===== src/rtl/cache_refill_ctrl.sv =====
// cache_refill_ctrl: req/ack sequencer for a direct-mapped read-only cache: lookup, block refill from RAM, hit/miss stats
// Inputs : req (read request), hit/v (tag compare and line valid), clr_stats (zero both counters)
// Outputs: ack (byte ready), busy, addr_latch (capture request address),
//          ram_rd/ram_blk (RAM read strobe and block offset), data_wr/wr_blk (data cache write),
//          mux_sel (data cache index from wr_blk), tag_wr (write tag, set valid), hit_count, miss_count
module cache_refill_ctrl #(
  parameter int BLK_BITS = 3,
  parameter int RAM_LAT  = 1,
  parameter int CNT_W    = 16
) (
  input  logic                clk,
  input  logic                reset,
  input  logic                req,
  input  logic                hit,
  input  logic                v,
  input  logic                clr_stats,
  output logic                ack,
  output logic                busy,
  output logic                addr_latch,
  output logic                ram_rd,
  output logic [BLK_BITS-1:0] ram_blk,
  output logic                data_wr,
  output logic [BLK_BITS-1:0] wr_blk,
  output logic                mux_sel,
  output logic                tag_wr,
  output logic [CNT_W-1:0]    hit_count,
  output logic [CNT_W-1:0]    miss_count
);
  localparam int N  = 1 << BLK_BITS;
  localparam int KW = BLK_BITS + 3;
  localparam logic [KW-1:0] K_LAST = KW'(N + RAM_LAT - 1);
  typedef enum logic [1:0] {IDLE, LOOKUP, FILL, RESP} state_t;
  state_t            state_q, state_d;
  logic [KW-1:0]     k_q, k_d;
  logic [CNT_W-1:0]  hit_q, hit_d, miss_q, miss_d;
  logic              in_fill, lookup_hit, lookup_miss;
  always_comb begin
    in_fill     = state_q == FILL;
    lookup_hit  = state_q == LOOKUP && hit && v;
    lookup_miss = state_q == LOOKUP && !(hit && v);
    state_d     = state_q == IDLE   ? (req ? LOOKUP : IDLE) :
                  state_q == LOOKUP ? (hit && v ? RESP : FILL) :
                  state_q == FILL   ? (k_q == K_LAST ? RESP : FILL) : IDLE;
    // k idles at zero so the first FILL cycle is k = 0
    k_d         = in_fill && k_q != K_LAST ? k_q + KW'(1) : '0;
    hit_d       = clr_stats ? '0 : lookup_hit && hit_q != '1 ? hit_q + CNT_W'(1) : hit_q;
    miss_d      = clr_stats ? '0 : lookup_miss && miss_q != '1 ? miss_q + CNT_W'(1) : miss_q;
  end
  always_ff @(posedge clk) begin
    if (reset) begin
      state_q <= IDLE;
      k_q     <= '0;
      hit_q   <= '0;
      miss_q  <= '0;
    end else begin
      state_q <= state_d;
      k_q     <= k_d;
      hit_q   <= hit_d;
      miss_q  <= miss_d;
    end
  end
  // strobes decode from state and k only; addr_latch alone follows req, to capture the address in the sample cycle
  assign ack        = state_q == RESP;
  assign busy       = state_q != IDLE;
  assign addr_latch = state_q == IDLE && req;
  assign mux_sel    = in_fill;
  assign ram_rd     = in_fill && k_q < KW'(N);
  assign ram_blk    = ram_rd ? k_q[BLK_BITS-1:0] : '0;
  assign data_wr    = in_fill && k_q >= KW'(RAM_LAT);
  assign wr_blk     = data_wr ? BLK_BITS'(k_q - KW'(RAM_LAT)) : '0;
  assign tag_wr     = in_fill && k_q == K_LAST;
  assign hit_count  = hit_q;
  assign miss_count = miss_q;
endmodule


===== config.mk =====
export PLATFORM = sky130hd
export DESIGN_NAME = cache_refill_ctrl
export DESIGN_NICKNAME = d
export VERILOG_FILES = /design/src/rtl/cache_refill_ctrl.sv
export SDC_FILE = /design/constraint.sdc
export NUM_CORES = 1
export LEC_CHECK = 0
export CAP_MARGIN = 40
export CORE_MARGIN = 2
export CORE_UTILIZATION = 46
export DETAILED_ROUTE_END_ITERATION = 8
export PLACE_DENSITY = 0.81
export SYNTH_ARGS = -nofsm -noshare
export SYNTH_HDL_FRONTEND = slang
export SYNTH_SLANG_ARGS = --single-unit

===== constraint.sdc =====
create_clock -name clk -period 2.9 [get_ports clk]
set_clock_uncertainty 0.2 [all_clocks]
set_input_delay 0.725 -clock clk [delete_from_list [all_inputs] [get_ports clk]]
set_output_delay 0.725 -clock clk [all_outputs]
set_load 0.03 [all_outputs]

## After elaboration in Yosys (flattened, before gate mapping)

Cells that the tools add are included.

- Eq/ne operators: 7
- Mux-type cells: 8
- $add $sub $neg: 4
- Reduce and logical (&&, ||, !) cells: 16
- Multipliers: 0
- Shift-type cells: 0
- Divide/modulo/power cells: 0
- Bitwise gates (word level): 1
- Order comparisons: 2

Operators with widths:

| operator | count |
|---|---|
| $add 16x1->16 const B | 2 |
| $ne 16x16->1 const B | 2 |
| $logic_and 1x1->1 | 11 |
| $add 6x1->6 const B | 1 |
| $eq 6x4->1 const B | 1 |
| $ge 6x1->1 const B | 1 |
| $lt 6x4->1 const B | 1 |
| $mux 2 | 3 |
| $mux 3 | 2 |
| $ne 6x4->1 const B | 1 |
| $eq 2x2->1 const B | 2 |
| $reduce_or 2->1 | 2 |
| $mux 1 | 3 |
| $sub 3x1->3 const B | 1 |
| $eq 2x1->1 const B | 1 |
| $logic_not 2->1 | 1 |
| $reduce_bool 2->1 | 1 |
| $logic_not 1->1 | 1 |
| $not 1->1 | 1 |

- Latch bits: 0
- ROM bits: 0
- Memories kept: 0
- Register bits: 40
- Output and inout bits: 45
- Logic and storage cells: 42
- RAM bits: 0
- Input port bits: 6

## Logic depth before layout (Yosys ltp)

Gate-level depths: netlist of the first run.

- Depth after elaboration: 5
- Depth in mapped cells: 7
- Depth with buffers taken out: 6

## Least setup slack after synthesis of the first run

OpenSTA, ideal clock, no wires.

- Path type: reg-to-output
- Start point: reg state_q[0]
- End point: out ram_blk[0]
- Data required time: 1975 ps
- Data arrival time: 2410 ps
- Path buffers: 0
- Cell stages (with the launch flop): 5
- Setup slack: -435 ps
- Cells stage by stage: dfxtp_1 inv_1 ha_1 nor4b_1 and2_1

- Word-level cells in the longest chain between the ends: 3

RTL lines:

| element | line | source |
|---|---|---|
| start: declaration | 33 | `state_t state_q, state_d;` |
| start signal: assignment | 56 | `state_q <= state_d;` |
| $eq 2x2->1 | 38 | `in_fill = state_q == FILL;` |
| named net mux_sel | 24 | `output logic mux_sel,` |
| $logic_and 1x1->1 | 67 | `assign ram_rd = in_fill && k_q < KW'(N);` |
| named net ram_rd | 20 | `output logic ram_rd,` |
| $mux 3 | 68 | `assign ram_blk = ram_rd ? k_q[BLK_BITS-1:0] : '0;` |
| end: declaration | 21 | `output logic [BLK_BITS-1:0] ram_blk,` |

The timed path passes the listed nets, and every way through them passes these cells.

## Worst setup path after layout of the first run

- Start point: reg k_q[0]
- End point: out wr_blk[2]

- Word-level cells in the longest chain between the ends: 3
- Elaborated cells on any way between the ends: 4
- Classes of those cells: 1 x add/sub; 1 x order compare; 1 x mux; 1 x reduce/logical

RTL lines:

| element | line | source |
|---|---|---|
| start: declaration | 34 | `logic [KW-1:0] k_q, k_d;` |
| start signal: assignment | 57 | `k_q <= k_d;` |
| $ge 6x1->1 | 69 | `assign data_wr = in_fill && k_q >= KW'(RAM_LAT);` |
| $logic_and 1x1->1 | 69 |  |
| $mux 3 * | 70 | `assign wr_blk = data_wr ? BLK_BITS'(k_q - KW'(RAM_LAT)) : '0;` |
| end: declaration | 23 | `output logic [BLK_BITS-1:0] wr_blk,` |

Every way passes the cells marked *; elsewhere a longest branch is shown, timed or not.

==> results of run 1 <==
==> Yosys cell counts, types with 6 or more instances <==
cell	count	area, um^2
nand4_1	11	68.8
inv_1	13	48.8
o31ai_1	11	82.6
a21oi_1	24	120
o21ai_0	10	50.1
nand2_1	16	60.1
ha_1	10	125
or4_1	13	97.6
nor3_1	7	35.0
or3_1	14	87.6
dfxtp_1	40	801
nor2_1	18	67.6
nand3_1	14	70.1
nor4_1	6	37.5
clkbuf_1	9	33.8
==> state kept, by name, summed over array words and instances, names as in the netlist <==
name / flops
state_q: 2
hit_count: 16
miss_count: 16
k_q: 6
==> routing by layer <==
metal,share of wire (%),vias up
met2,49,76
met3,6.4,11
li1,-,1095
met5,0,-
met4,1.7,0
met1,43,1024
==> final cells by class <==
cell class              count  area [um^2]  share of cell area (%)
clock buffers               8         90.1                    3.11
inverters                  13         48.8                    1.69
multi-input cells         198         1300                    44.8
flip-flops and latches     40          806                    27.8
well taps                  52         65.1                    2.25
repair buffers             64          588                    20.3
==> worst paths after layout <==
path / from / endpoint / slack [ns]
worst min register to register: miss_count[4] / miss_count[4] / 0.31
worst max-delay path: k_q[0] / wr_blk[2] / 0.09
worst max register to register: state_q[1] / miss_count[13] / 0.34
worst min-delay path: miss_count[4] / miss_count[4] / 0.31
==> power breakdown <==
part           leakage (nW)  total, mW  internal [mW]  switching [mW]
clock                0.0455      0.386          0.194           0.191
sequential            0.324      0.552          0.550         0.00241
combinational         0.602     0.0615         0.0257          0.0358
==> cells in the final DEF, fill, tap and decap left out, types with 5 or more instances in the layout <==
cell / n
a21oi_1: 24
buf_4: 17
clkbuf_8: 6
clkdlybuf4s50_1: 40
dfxtp_1: 38
dlygate4sd2_1: 5
ha_1: 9
inv_1: 11
nand2_1: 16
nand3_1: 14
nand4_1: 11
nor2_1: 18
nor3_1: 7
nor4_1: 6
o21ai_0: 10
o31ai_1: 11
or2_2: 5
or3_1: 14
or4_1: 13
==> worst max-delay path, cell delays in order (launching register included) <==
cell and delay (ns):
dfxtp_4 0.36, inv_2 0.08, ha_4 0.13, or3b_4 0.37, o41ai_2 0.28, buf_4 0.17, nor2_1 0.04, buf_2 0.17
==> per-stage QoR <==
step	setup slack [ns]	utilization (%)	hold WS, ns	TNS (ns)	power (mW)
2_1_floorplan	0.0696	-	0.263	0	0.599
3_3_place_gp	-0.0783	62.9	0.280	-0.398	0.626
3_5_place_dp	-0.122	62.9	0.299	-0.747	0.627
4_1_cts	-0.0937	64.9	0.312	-0.0937	1.00
5_1_grt	0.00106	65.6	0.349	0	1.04
6_report	0.0863	65.6	0.307	0	0.999
==> what timing repair did <==
item	4_1_cts	5_1_grt
pin swaps	0	1
buffers inserted	0	0
resized for setup	25	18
setup endpoints to repair	9	5
==> cell families (layout without fill, tap and decap cells) <==
logic type      count (synthesis)  count (layout)  share of synthesized area, %
compound gates                 58              58                          16.9
simple gates                  120             120                          31.4
flops                          40              40                          37.3
mux                             4               4                          1.87
xor+xnor                        6               6                          2.45
buf+inv                        24              85                          4.26
fa+ha+maj                      10              10                          5.83
==> reports/summary.txt, run 1 <==
RSZ-0062 raised after global routing: false
Final Max Slew Viols: 0
num ports: 51
Row Count: 24
fillers: 381
final net count: 338
Startpoint Class: register
initial antenna violation count: 0
Routability Congestion: 0.772
max frequency: 355 MHz
Routed Antenna Nets: 0
CORE AREA: 4410 um^2
GR Layer Usage met2: 36.5%
final worst-path cycle share: 97.0%
Avg Synthesized Cell Area: 8.19 um^2
Hold Vio Cnt, Final: 0
min Tclk post-route: 2.81 ns
Post-synth EDFFs: 0
Worst-Margin Slew: 0.854 ns
syn_nets: 278
relative slew slack: 42.3%
Post-DP HPWL: 3.96 mm
Die ar.: 5230 um^2
fraction of layout cells with a size suffix above 1: 12.7%
CTS tree: yes
gr busiest metal: met2
DRT Wirelength: 5.43 mm
Peak VDD IR: 0.000182 V
Async SR Flop Fraction: 0%
Congestion Overflow GR: 0
Worst Path Max Fanout: 5
PwrDens: 345 nW/um^2
sequential fraction of the synthesis area: 37.3%
first-pass GRT wire length: 9.18 mm
Area after DPL: 2780 um^2
CP arrival: 1.89 ns
CTS Buf Count: 5
# Max-Cap Violations: 0
Buffers on Ports: 50
Hold WC Path Type: register to register
Clock Tree Buf Depth: 2
warnings from Yosys: 0
crit path kind: register to output pin
Worst-path clk slew: 0.08 ns
pin count of the biggest net entering global routing: 20
initial core utilization: 48.6%
Hold Path Stages: 2
Die X: 72.3 um
ys flop type: dfxtp_1
Remaining DRCs: 0
hold_buf cts: 0
fin area: 2900 um^2
GRT Overall Usage: 21.9%
synth unique cells: 39
Area Growth Syn to Fin: 34.9%
Cells after DPL: 367
status: complete, no violations
# diodes: 0
final cell count without fillers: 375
first-pass detailed-route iteration total: 5
Iter 0 DRT Violations: 216
GR Util met3: 6.11%
WL per Instance: 14.5 um
#FFs+latches synth: 40
Skew-Pair Late Insertion Delay: 0.29 ns
clock root buffer: clkbuf_8
R2R depth: 6
Required @ worst endpoint: 1.98 ns
Crit. End Element: output pin
Vias per Instance: 5.88
Die H: 72.3 um
synthesized instance count: 262
Lkg Pwr: 0.971 nW
H-tree levels: 2
DR vias: 2206
GR Util met1: 27.1%
# clock sinks: 40
vias in the first global route: 2051
synthesized cell area: 2150 um^2
final setup fails: 0
Power figures use the tool's default switching activity.
==> run 2: changes to the inputs <==
--- a/config.mk
+++ b/config.mk
@@ -6,6 +6,7 @@
 export NUM_CORES = 1
 export LEC_CHECK = 0
 export CAP_MARGIN = 40
+export CORE_ASPECT_RATIO = 0.8
 export CORE_MARGIN = 2
 export CORE_UTILIZATION = 46
 export DETAILED_ROUTE_END_ITERATION = 8
==> run 2 against run 1 <==
Final cell count up 2.9%. Hold slack worse by 0.0014 ns. Worst setup slack got worse by 0.0094 ns. Maximum frequency is 0.33% lower. Clock power fell by 7.3%. Critical endpoint is now tag_wr. Sequential power barely moved. Critical path depth is 1 lower. Wire length rose by 2.6%. Largest power group unchanged. First-iteration DRC count is 57% lower. Global-route usage is 0.63 points lower. Combinational power increased by 4.9%. Highest routed layer unchanged. Total power is 2.4% lower.
==> reports/summary.txt, run 2 (synthesized netlist as in run 1, its figures left out) <==
Remaining DRCs: 0
first-pass GRT wire length: 8.77 mm
critical path's slowest cell: clkdlybuf4s15_1
Fin Setup TNS: 0 ns
Largest stage delay, worst path: 0.37 ns
fillers: 387
vias in the first global route: 1905
WL per Instance: 14.4 um
setup bufs post-CTS: 0
initial core utilization: 47.2%
PwrDens: 336 nW/um^2
CP bufs+invs: 3
Hold Vio Cnt, Final: 0
final setup fails: 0
min Tclk post-route: 2.82 ns
Post-DP HPWL: 3.89 mm
Hold Path Stages: 2
Clock Tree Buf Depth: 2
initial antenna violation count: 0
Crit. End Element: output pin
Vias per Instance: 5.80
Area Growth Syn to Fin: 35.4%
Setup crit start: k_q[1]
CTS Buf Count: 5
Lkg Pwr: 0.982 nW
worst r2r src: hit_count[9]
crit path kind: register to output pin
Worst-Margin Slew: 0.773 ns
Worst path depth: 6
Hold WC Path Type: register to register
Final Max Slew Viols: 0
hold_buf cts: 0
pin count of the biggest net entering global routing: 28
Die X: 80.4 um
Row Count: 22
first-pass detailed-route iteration total: 4
DRT Wirelength: 5.57 mm
Buffers on Ports: 50
num ports: 51
hold_sp: miss_count[15]
delay-heaviest family, CP: simple AND/OR/NAND/NOR gates
crit-path cells: inv_1, buf_4, ha_1, nor4b_1, and3_1, clkdlybuf4s15_1
status: complete, no violations
commonest non-fill, non-tap cells in the layout: clkdlybuf4s50_1 (40), dfxtp_1 (39), a21oi_1 (24)
Worst Path Max Fanout: 3
final setup margin: 0.0769 ns
# diodes: 0
DR vias: 2239
Final Total Pwr: 0.975 mW
max frequency: 354 MHz
# Max-Cap Violations: 0
R2R depth: 5
CTS tree: yes
clock root buffer: clkbuf_8
RSZ-0062 raised after global routing: true
# clock sinks: 40
Die ar.: 5230 um^2
fraction of layout cells with a size suffix above 1: 12.6%
Worst-path clk slew: 0.08 ns
hold_ws: 0.306 ns
commonest non-fill, non-tap cell in the layout: clkdlybuf4s50_1
final net count: 342
GRT Overall Usage: 21.3%
Startpoint Class: register
Die H: 65.1 um
Cells after DPL: 379
Routed Antenna Nets: 0
Routability Congestion: 0.846
Skew-Pair Late Insertion Delay: 0.29 ns
relative slew slack: 47.8%
final cell count without fillers: 386
Required @ worst endpoint: 1.98 ns
Setup WS pre-CTS: -0.253 ns
Peak VDD IR: 0.000339 V
H-tree levels: 2
Congestion Overflow GR: 0
Iter 0 DRT Violations: 93
CP arrival: 1.90 ns
final worst-path cycle share: 97.3%
CORE AREA: 4540 um^2
-- run 2: changes by cell type in the layout (fill, tap and decap cells not counted), moves of 2 or more --
cell,change
buf_2,+3
buf_4,+2
clkbuf_1,-2
inv_1,+2
inv_2,-2
-- run 2: power breakdown --
part / total (mW) / leakage, nW / internal, mW / switching [mW]
Combinational: 0.0645 / 0.619 / 0.0277 / 0.0368
Sequential: 0.553 / 0.323 / 0.551 / 0.00232
Clock: 0.358 / 0.0400 / 0.163 / 0.195
-- run 2: worst paths after layout --
path / endpoint / slack [ns]
worst min-delay path: miss_count[15] / 0.31
worst max-delay path: tag_wr / 0.08
worst max register to register: hit_count[1] / 0.46
worst min register to register: miss_count[15] / 0.31
-- run 2: final cells by class --
cell class / instances / area, um^2 / share of cell area, %
clock buffer: 5 / 68.8 / 2.37
clock inverter: 2 / 12.5 / 0.431
inverter: 13 / 48.8 / 1.68
multi-input combinational: 198 / 1290 / 44.4
sequential: 40 / 802 / 27.6
tap: 60 / 75.1 / 2.58
timing repair buffer: 68 / 608 / 20.9
-- run 2: worst min-delay path, stage by stage (launching register included) --
cell	delay [ns]
dfxtp_1	0.34
nand2_1	0.06
mux2i_1	0.05
-- run 2: timing repair --
action                     4_1_cts  5_1_grt
setup endpoints to repair        9        8
resized for setup               27        4
pin swaps                        1        1
cloned                           0        0
-- run 2: metrics by stage --
stage / cell area [um^2] / util [%]
CTS: 2900 / 63.9
global route: 2910 / 64.0
global placement: 2820 / 62.0
finish: 2910 / 64.0
detailed placement: 2820 / 62.0
floorplan: 2150 / -
-- run 2: per-layer routing --
metal	up-vias	share of wire (%)	GRT usage [%]
li1	1099	-	-
met1	1047	48	29.8
met2	82	45	32.0
met3	11	5.7	4.53
met4	0	1.6	8.47
met5	-	0	0
==> run 3: changes to the inputs <==
--- a/config.mk
+++ b/config.mk
@@ -5,9 +5,9 @@
 export SDC_FILE = /design/constraint.sdc
 export NUM_CORES = 1
 export LEC_CHECK = 0
+export ABC_AREA = 0
 export CAP_MARGIN = 40
-export CORE_ASPECT_RATIO = 0.8
-export CORE_MARGIN = 2
+export CORE_MARGIN = 1.5
 export CORE_UTILIZATION = 46
 export DETAILED_ROUTE_END_ITERATION = 8
 export PLACE_DENSITY = 0.81
==> run 3 against run 2 <==
Via count is 2.7% lower. Die area is 2.8% lower. Clock power is 8.4% higher. Worst setup slack better by 0.029 ns. Core utilization is 1.2 points higher. Combinational power is 4.3% lower. Global-route usage is 0.074 points lower. Cell area is 0.99% lower. Register-to-register slack worse by 0.07 ns. Critical path type unchanged. Largest power group unchanged. Highest routed layer unchanged.
==> reports/summary.txt, run 3 (synthesized netlist as in run 1, its figures left out) <==
critical path's slowest cell: or3b_4
relative slew slack: 43.6%
DR vias: 2178
Final Total Pwr: 1.00 mW
# diodes: 0
CTS Buf Count: 5
clock root buffer: clkbuf_8
Vias per Instance: 5.79
Area Growth Syn to Fin: 34.1%
Startpoint Class: register
Worst path depth: 7
CTS tree: yes
delay-heaviest family, CP: simple AND/OR/NAND/NOR gates
Worst Path Max Fanout: 4
crit path kind: register to output pin
# clock sinks: 40
CP bufs+invs: 3
Congestion Overflow GR: 0
Die X: 71.3 um
internal power: 0.771 mW
Die ar.: 5080 um^2
Setup crit start: k_q[0]
Remaining DRCs: 0
crit-path cells: inv_2, ha_2, or3b_4, o41ai_2, buf_4, nor2_1, buf_2
status: complete, no violations
final core utilization: 65.2%
Clock power frac: 38.7%
Worst-Margin Slew: 0.835 ns
Cells after DPL: 368
R2R depth: 6
Routability Congestion: 0.776
Hold WC Path Type: register to register
vias in the first global route: 1963
commonest non-fill, non-tap cell in the layout: clkdlybuf4s50_1
Switch Pwr: 0.232 mW
GR Layer Usage met2: 36.0%
final worst-path cycle share: 96.4%
Final Max Slew Viols: 0
Buffers on Ports: 50
worst r2r src: state_q[1]
Worst-path clk slew: 0.07 ns
Gate power share: 6.1%
Row Count: 24
H-tree levels: 2
PwrDens: 349 nW/um^2
first-pass detailed-route iteration total: 4
gr busiest metal: met2
RSZ-0062 raised after global routing: true
Setup crit end: wr_blk[2]
GR Util met1: 27.2%
fraction of layout cells with a size suffix above 1: 12.7%
pin count of the biggest net entering global routing: 28
num ports: 51
DRT Wirelength: 5.33 mm
hold_ws: 0.304 ns
initial core utilization: 48.6%
Skew-Pair Late Insertion Delay: 0.30 ns
Clock Tree Buf Depth: 2
sequential power share: 55.2%
CP arrival: 1.87 ns
Die H: 71.3 um
Routed Antenna Nets: 0
WL per Instance: 14.2 um
first-pass GRT wire length: 8.78 mm
final net count: 339
max frequency: 358 MHz
min Tclk post-route: 2.79 ns
initial antenna violation count: 0
Crit. End Element: output pin
FF-to-FF setup slack: 0.39 ns
final cell count without fillers: 376
Switching Share: 23.1%
# Max-Cap Violations: 0
FF-to-FF End: miss_count[13]
GRT Overall Usage: 21.2%
setup bufs post-CTS: 0
Fin Setup TNS: 0 ns
CORE AREA: 4410 um^2
Iter 0 DRT Violations: 129
Required @ worst endpoint: 1.98 ns
Post-DP HPWL: 3.84 mm
Peak VDD IR: 0.000239 V
Hold Vio Cnt, Final: 0
final setup fails: 0
Largest stage delay, worst path: 0.37 ns
commonest non-fill, non-tap cells in the layout: clkdlybuf4s50_1 (40), dfxtp_1 (38), a21oi_1 (24)
GR Util met3: 5.63%
Lkg Pwr: 0.978 nW
==> run 3: worst min path at each step <==
stage                   start        endpoint  depth (start not counted)
6_report        hit_count[11]   hit_count[11]                          2
5_1_grt         hit_count[14]   hit_count[14]                          2
4_1_cts        miss_count[15]  miss_count[15]                          2
3_5_place_dp   miss_count[15]  miss_count[15]                          2
3_3_place_gp   miss_count[15]  miss_count[15]                          2
2_1_floorplan          k_q[0]          k_q[0]                          1
==> run 3: power groups by stage <==
stage                     Clock [mW]  Combinational (mW)  Sequential (mW)
final                          0.388              0.0617            0.553
after global routing           0.419              0.0669            0.553
after CTS                      0.399              0.0617            0.553
after detailed placement           0              0.0613            0.566
after global placement             0              0.0605            0.566
after floorplan                    0              0.0319            0.567
==> run 3: per-stage QoR <==
stage,instance area (um^2),setup slack (ns)
after floorplan,2150,0.0696
after global placement,2790,-0.0746
after detailed placement,2790,-0.112
after CTS,2870,-0.0578
after global routing,2880,-0.00256
final,2880,0.105
==> run 3: layer usage <==
metal	vias to the layer above	share of wire [%]
li1	1094	-
met1	1003	46
met2	76	47
met3	5	5.8
met4	0	0.83
met5	-	0
==> run 3: cell type report <==
class                   count  area (um^2)
fillers                   375         1540
multi-input cells         198         1280
flip-flops and latches     40          803
repair buffers             65          588
clock buffers               8         90.1
well taps                  52         65.1
inverters                  13         48.8
==> run 3: worst register-to-register path: cells and delay by family, from the launching register on <==
family	cells	cell delay [ns]
flip-flops	1	0.33
buffers and inverters	1	0.08
AO/OA/AOI/OAI	2	0.41
AND/OR/NAND/NOR	2	1.18
adder cells (fa/ha/maj)	1	0.24
==> run 3: timing repair <==
action | CTS | global route
setup endpoints to repair | 9 | 6
resized for setup | 25 | 13
pin swaps | 0 | 1
hold buffers | 0 | 0
